==> src/rtl/noc_traffic_injector.sv <==
// noc_traffic_injector: credit-based NoC packet source; define NOC_INJ_RANDGAP_EN for LFSR-driven inter-packet gaps.
module noc_traffic_injector #(
  parameter int DW = 32,
  parameter int CREDITS = 4,
  parameter int PKT_LEN = 4,
  parameter int NUM_PKTS = 250,
  parameter int GAP = 2,
  parameter logic [7:0] SRC_ID = 8'd0,
  parameter logic [7:0] DST_ID = 8'd1
) (
  input  logic          clk,
  input  logic          rstn,
  input  logic          start,
  output logic          valid,
  input  logic          ready,
  output logic [DW-1:0] data,
  input  logic          credit_upd,
  output logic          done,
  output logic [31:0]   flit_cnt,
  output logic          cred_err
);
  localparam int CW = $clog2(CREDITS + 1);
  typedef enum logic [1:0] {S_IDLE, S_SEND, S_GAP, S_DONE} state_t;
  state_t state, state_nxt;
  logic [CW-1:0] credit_cnt;
  logic [15:0] pkt_seq, gap_cnt, gap_len;
  logic [7:0] flit_idx;
  logic [1:0] typ;
  logic xfer, last;
  assign valid = (state == S_SEND) && (credit_cnt != '0);
  assign xfer = valid && ready;
  assign last = flit_idx == 8'(PKT_LEN - 1);
  assign done = state == S_DONE;
  assign typ = (PKT_LEN == 1) ? 2'b11 : (flit_idx == 8'd0) ? 2'b01 : last ? 2'b10 : 2'b00;
`ifdef NOC_INJ_RANDGAP_EN
  logic [15:0] lfsr, lfsr_nxt;
  assign lfsr_nxt = {lfsr[0] ^ lfsr[2] ^ lfsr[3] ^ lfsr[5], lfsr[15:1]};
  assign gap_len = {12'd0, lfsr_nxt[3:0]};
  always_ff @(posedge clk)
    if (!rstn) lfsr <= 16'hACE1;
    else if (xfer && last) lfsr <= lfsr_nxt;
`else
  assign gap_len = 16'(GAP);
`endif
  always_comb begin
    data = '0;
    data[DW-1:DW-2] = typ;
    if (flit_idx == 8'd0) begin
      data[DW-3:DW-10] = DST_ID;
      data[DW-11:DW-18] = data[DW-11:DW-18] | SRC_ID;
      data[15:0] = data[15:0] | pkt_seq;
    end else begin
      data[23:8] = pkt_seq;
      data[7:0] = flit_idx;
    end
  end
  always_comb begin
    state_nxt = state;
    case (state)
      S_IDLE: state_nxt = start ? S_SEND : S_IDLE;
      S_SEND: if (xfer && last)
        state_nxt = (pkt_seq == 16'(NUM_PKTS - 1)) ? S_DONE : (gap_len == '0) ? S_SEND : S_GAP;
      S_GAP: state_nxt = (gap_cnt == '0) ? S_SEND : S_GAP;
      default: state_nxt = S_DONE;
    endcase
  end
  always_ff @(posedge clk) begin
    if (!rstn) begin
      state <= S_IDLE;
      credit_cnt <= CW'(CREDITS);
      pkt_seq <= '0;
      flit_idx <= '0;
      gap_cnt <= '0;
      flit_cnt <= '0;
      cred_err <= 1'b0;
    end else begin
      state <= state_nxt;
      if (xfer && !credit_upd) credit_cnt <= credit_cnt - 1'b1;
      else if (!xfer && credit_upd) begin
        if (credit_cnt == CW'(CREDITS)) cred_err <= 1'b1;
        else credit_cnt <= credit_cnt + 1'b1;
      end
      if (xfer) begin
        flit_cnt <= flit_cnt + 1;
        flit_idx <= last ? 8'd0 : flit_idx + 8'd1;
        if (last) pkt_seq <= pkt_seq + 16'd1;
        if (last && gap_len != '0) gap_cnt <= gap_len - 16'd1;
      end
      if (state == S_GAP && gap_cnt != '0) gap_cnt <= gap_cnt - 16'd1;
    end
  end
endmodule

==> config.mk <==
export PLATFORM = sky130hd
export DESIGN_NAME = noc_traffic_injector
export DESIGN_NICKNAME = d
export VERILOG_FILES = /design/src/rtl/noc_traffic_injector.sv
export SDC_FILE = /design/constraint.sdc
export NUM_CORES = 1
export LEC_CHECK = 0
export ABC_AREA = 1
export BUFFER_PORTS_ARGS = -buffer_cell sky130_fd_sc_hd__clkbuf_2
export CORE_MARGIN = 2
export CORE_UTILIZATION = 57
export CTS_BUF_LIST = sky130_fd_sc_hd__clkbuf_8
export DETAILED_ROUTE_END_ITERATION = 10
export PLACE_DENSITY = 0.8
export SYNTH_ARGS = -nofsm -noshare
export SYNTH_HDL_FRONTEND = slang
export SYNTH_SLANG_ARGS = --single-unit
==> constraint.sdc <==
create_clock -name clk -period 2.6 [get_ports clk]
set_input_delay 0.52 -clock clk [delete_from_list [all_inputs] [get_ports clk]]
set_output_delay 0.52 -clock clk [all_outputs]
set_load 0.03 [all_outputs]
==> metrics.md <==
| Metric | Value |
|---|---|
| Status | `finished, final reports clean` |
| Pin count of the biggest net entering global routing | `37` |
| Clk slew on worst S/H paths | `0.09 ns` |
| Skew final | `around 0.010 ns` |
| Max-slew violation count | `0` |
| Yosys Warn Count | `0` |
| Post-DP HPWL | `approximately 8.6 mm` |
| M1 WL | `5.39 mm` |
| Leakage | `roughly 2.2 nW` |
| Final Power | `between 5 and 6 mW` |
| Final number of setup-violating endpoints | `0` |
| Core area | `about 8100 µm²` |
| Shortest period the worst path allows | `2.44 ns` |
| Hold slack | `between 0.4 and 0.5 ns` |
| Worst IR Drop VDD | `between 0.0006 and 0.0007 V` |
| Setup TNS | `0 ns` |
| All-layer global routing usage | `~28%` |
| Worst setup margin | `roughly 0.16 ns` |
| Seq cells post-synth | `78` |
| Post-synthesis sequential area ratio | `about a third` |
| Root Driver | `clkbuf_8` |
| Reg-to-Reg End | `pkt_seq[10]$_SDFFE_PN0P_` |
| Vias per cell | `5.32` |
| Reg2Reg Depth | `10` |
| Routability Congestion | `approximately 0.88` |
| First drt pass iteration count | `5` |
| Vias in the first global route | `approximately 4,600` |
| Synthesized cell area | `approximately 4700 µm²` |
| Routed WL | `11.9 mm` |
| H-tree depth | `3` |
| Met2 WL | `5.73 mm` |
| Syn_area_per_cell | `6.10 µm²` |
| DIE WIDTH | `approximately 95 µm` |
| TritonCTS clock tree | `built` |
| Place WS | `0.578 ns` |
| Antenna violation net count after detailed routing | `0` |
| Ratio of final minimum period to clock period | `approximately 94%` |
| Max Clk Rate | `a little over 0.4 GHz` |
| Setup crit start kind | `register` |
| R2r startpoint | `state[0]$_SDFFE_PN0P_` |
| Ant. Diodes | `0` |
| Worst-margin pin slew | `around 0.7 ns` |
| PwrDens | `~1000 nW/µm²` |
| Clk sinks | `between 70 and 80` |
| Post-route DRC | `0` |
| Area grow syn2layout | `13.2%` |
| Crit path DAT | `~1.9 ns` |
| Number of max-cap violations | `0` |
| Min-delay src | `cred_err$_SDFFE_PN0P_` |
| Design Area, Final | `5320 µm²` |
| IO Pins | `a little over 70` |
| First-pass GRT wire length | `20.2 mm` |
| Height of the die | `94.8 µm` |
| CP Cell Sequence | `inv_1 -> nand2_1 -> nor2_1 -> nand3_2 -> buf_4 -> o21ai_0 -> clkbuf_2` |
| Std-Cell Rows | `33` |
| Post-synth ARST share | `0%` |
| Ys flop type | `dfxtp_1` |
| DRT iter0 DRCs | `285` |
| Port Buffers | `65` |
| WP data required | `about 2.1 ns` |
| Die area | `8980 µm²` |
| Crit path kind | `register to output port` |
| Worst skew pair latency | `0.35 ns` |
| Initial core utilization | `about three fifths` |
| Initial antenna violation count | `0` |
| Cell variety after synth | `35` |
| Placed Instances | `a little over 900` |
| R2r setup slk | `about 0.67 ns` |
| Nets | `844` |
| Post-DP Area | `~5100 µm²` |
| End point of the critical path | `data[2]` |
| Critical Path Max Stage Delay | `0.35 ns` |
| WL per Instance | `roughly 13 µm` |
| Via count | `5,005` |
| Layout cells sized above 1 | `about an eighth` |
| Slew HR | `53.4%` |
| Routed length on met3 | `approximately 660 µm` |
| Critical path origin | `flit_idx[4]$_SDFFE_PN0P_` |
| Final hold violation count | `0` |
| RSZ-0062 raised after global routing | `no` |
| Overflow after GRT | `0` |
| Crit path max-delay cell type | `dfxtp_1` |
| Post-synthesis cell count | `770` |
| Worst Setup End Kind | `output port` |
| Worst Path Max Fanout | `21` |
| Worst hold path type | `register to register` |
| Max layer used | `met4` |
| Fin cells | `940` |
| EDFF count, synth | `0` |
| Clock Path Buffers | `2` |
| Final Core Density | `65.7%` |
| CTS buffer count | `9` |
## cell usage in the layout (no fill, tap or decap), types with 2 or more instances in the layout
cell and count:
a211oi_1 2, a21oi_1 48, and2_1 2, buf_4 5, bufinv_16 2, clkbuf_2 65
clkbuf_8 10, clkinv_2 2, clkinvlp_4 3, conb_1 6, dfxtp_1 78, ha_1 8
inv_1 95, inv_2 4, nand2_1 203, nand2_2 2, nand3_1 66, nand3b_1 3
nand4_1 24, nor2_1 139, nor2_2 3, nor2_4 2, nor3_1 8, o21ai_0 31
xnor2_1 6, xor2_1 7
## power by group
group	leakage (nW)	internal (mW)	switching, mW	total (mW)
logic	1.51	0.945	1.85	2.80
registers	0.630	1.36	0.182	1.54
clock network	0.108	0.564	0.472	1.04
total	2.25	2.87	2.51	5.38
## layout make-up
class | count | area (µm²)
multi-input cells | 570 | 2640
repair buffers | 71 | 383
flip-flops and latches | 78 | 1560
well taps | 105 | 131
fillers | 783 | 2780
clock buffers | 10 | 138
clock inverters | 6 | 85.1
inverters | 100 | 379
## worst min-delay path by stage
stage | slack, ns | end | cells after the start
floorplan | 0.45 | flit_idx[6]$_SDFFE_PN0P_ | 2
CTS | 0.46 | cred_err$_SDFFE_PN0P_ | 2
global route | 0.48 | cred_err$_SDFFE_PN0P_ | 2
finish | 0.46 | cred_err$_SDFFE_PN0P_ | 2
global placement | 0.44 | cred_err$_SDFFE_PN0P_ | 2
detailed placement | 0.44 | cred_err$_SDFFE_PN0P_ | 2
## flip-flops by register name, indices dropped and copies added (netlist names)
register and count:
cred_err 1, credit_cnt 3, flit_cnt 32, flit_idx 8, gap_cnt 16, pkt_seq 16, state 2
## synth_stat cells (3+ instances only)
cell,instances,share of area [%]
buf_4,7,1.1
o21ai_0,31,3.3
dfxtp_1,78,33
nand4_1,24,3.2
a21oi_1,48,5.1
nand3b_1,3,0.48
ha_1,8,2.1
buf_2,7,0.75
nor2_1,139,11
nor2_2,3,0.40
nor3_1,8,0.85
inv_1,95,7.6
inv_2,4,0.32
xor2_1,7,1.3
nand2_1,203,16
xnor2_1,6,1.1
nand3_1,67,7.1
clkbuf_1,10,0.80
## worst max-delay path, delay by kind of cell (launching register included)
family | cells | cell delay [ns]
flip-flops | 1 | 0.35
AND/OR/NAND/NOR | 3 | 0.41
AO/OA/AOI/OAI | 1 | 0.21
buffers and inverters | 3 | 0.60
## metal layers
metal / vias to the layer above / GRT usage, %
met5: - / 0
met4: 0 / 8.21
met3: 14 / 3.75
met2: 136 / 47.8
met1: 2305 / 36.2
li1: 2550 / -
## cell families (layout without fill, tap and decap cells)
logic type               Yosys count  count (layout)  synth area share (%)
flip-flops                        78              78                  33.3
AO/OA/AOI/OAI                     86              86                  9.54
other                              1               6                0.0799
buffers and inverters            127             187                  11.1
XOR/XNOR                          13              13                  2.42
adder cells (fa/ha/maj)            9               9                  2.56
AND/OR/NAND/NOR                  456             456                  41.1
## repair_timing
action	4_1_cts	5_1_grt
buffers inserted	0	0
resized for setup	0	2
hold buffers	0	0
endpoints found under the hold margin	0	0
endpoints found under the setup margin	0	11
(Power assumes the default switching activity.)
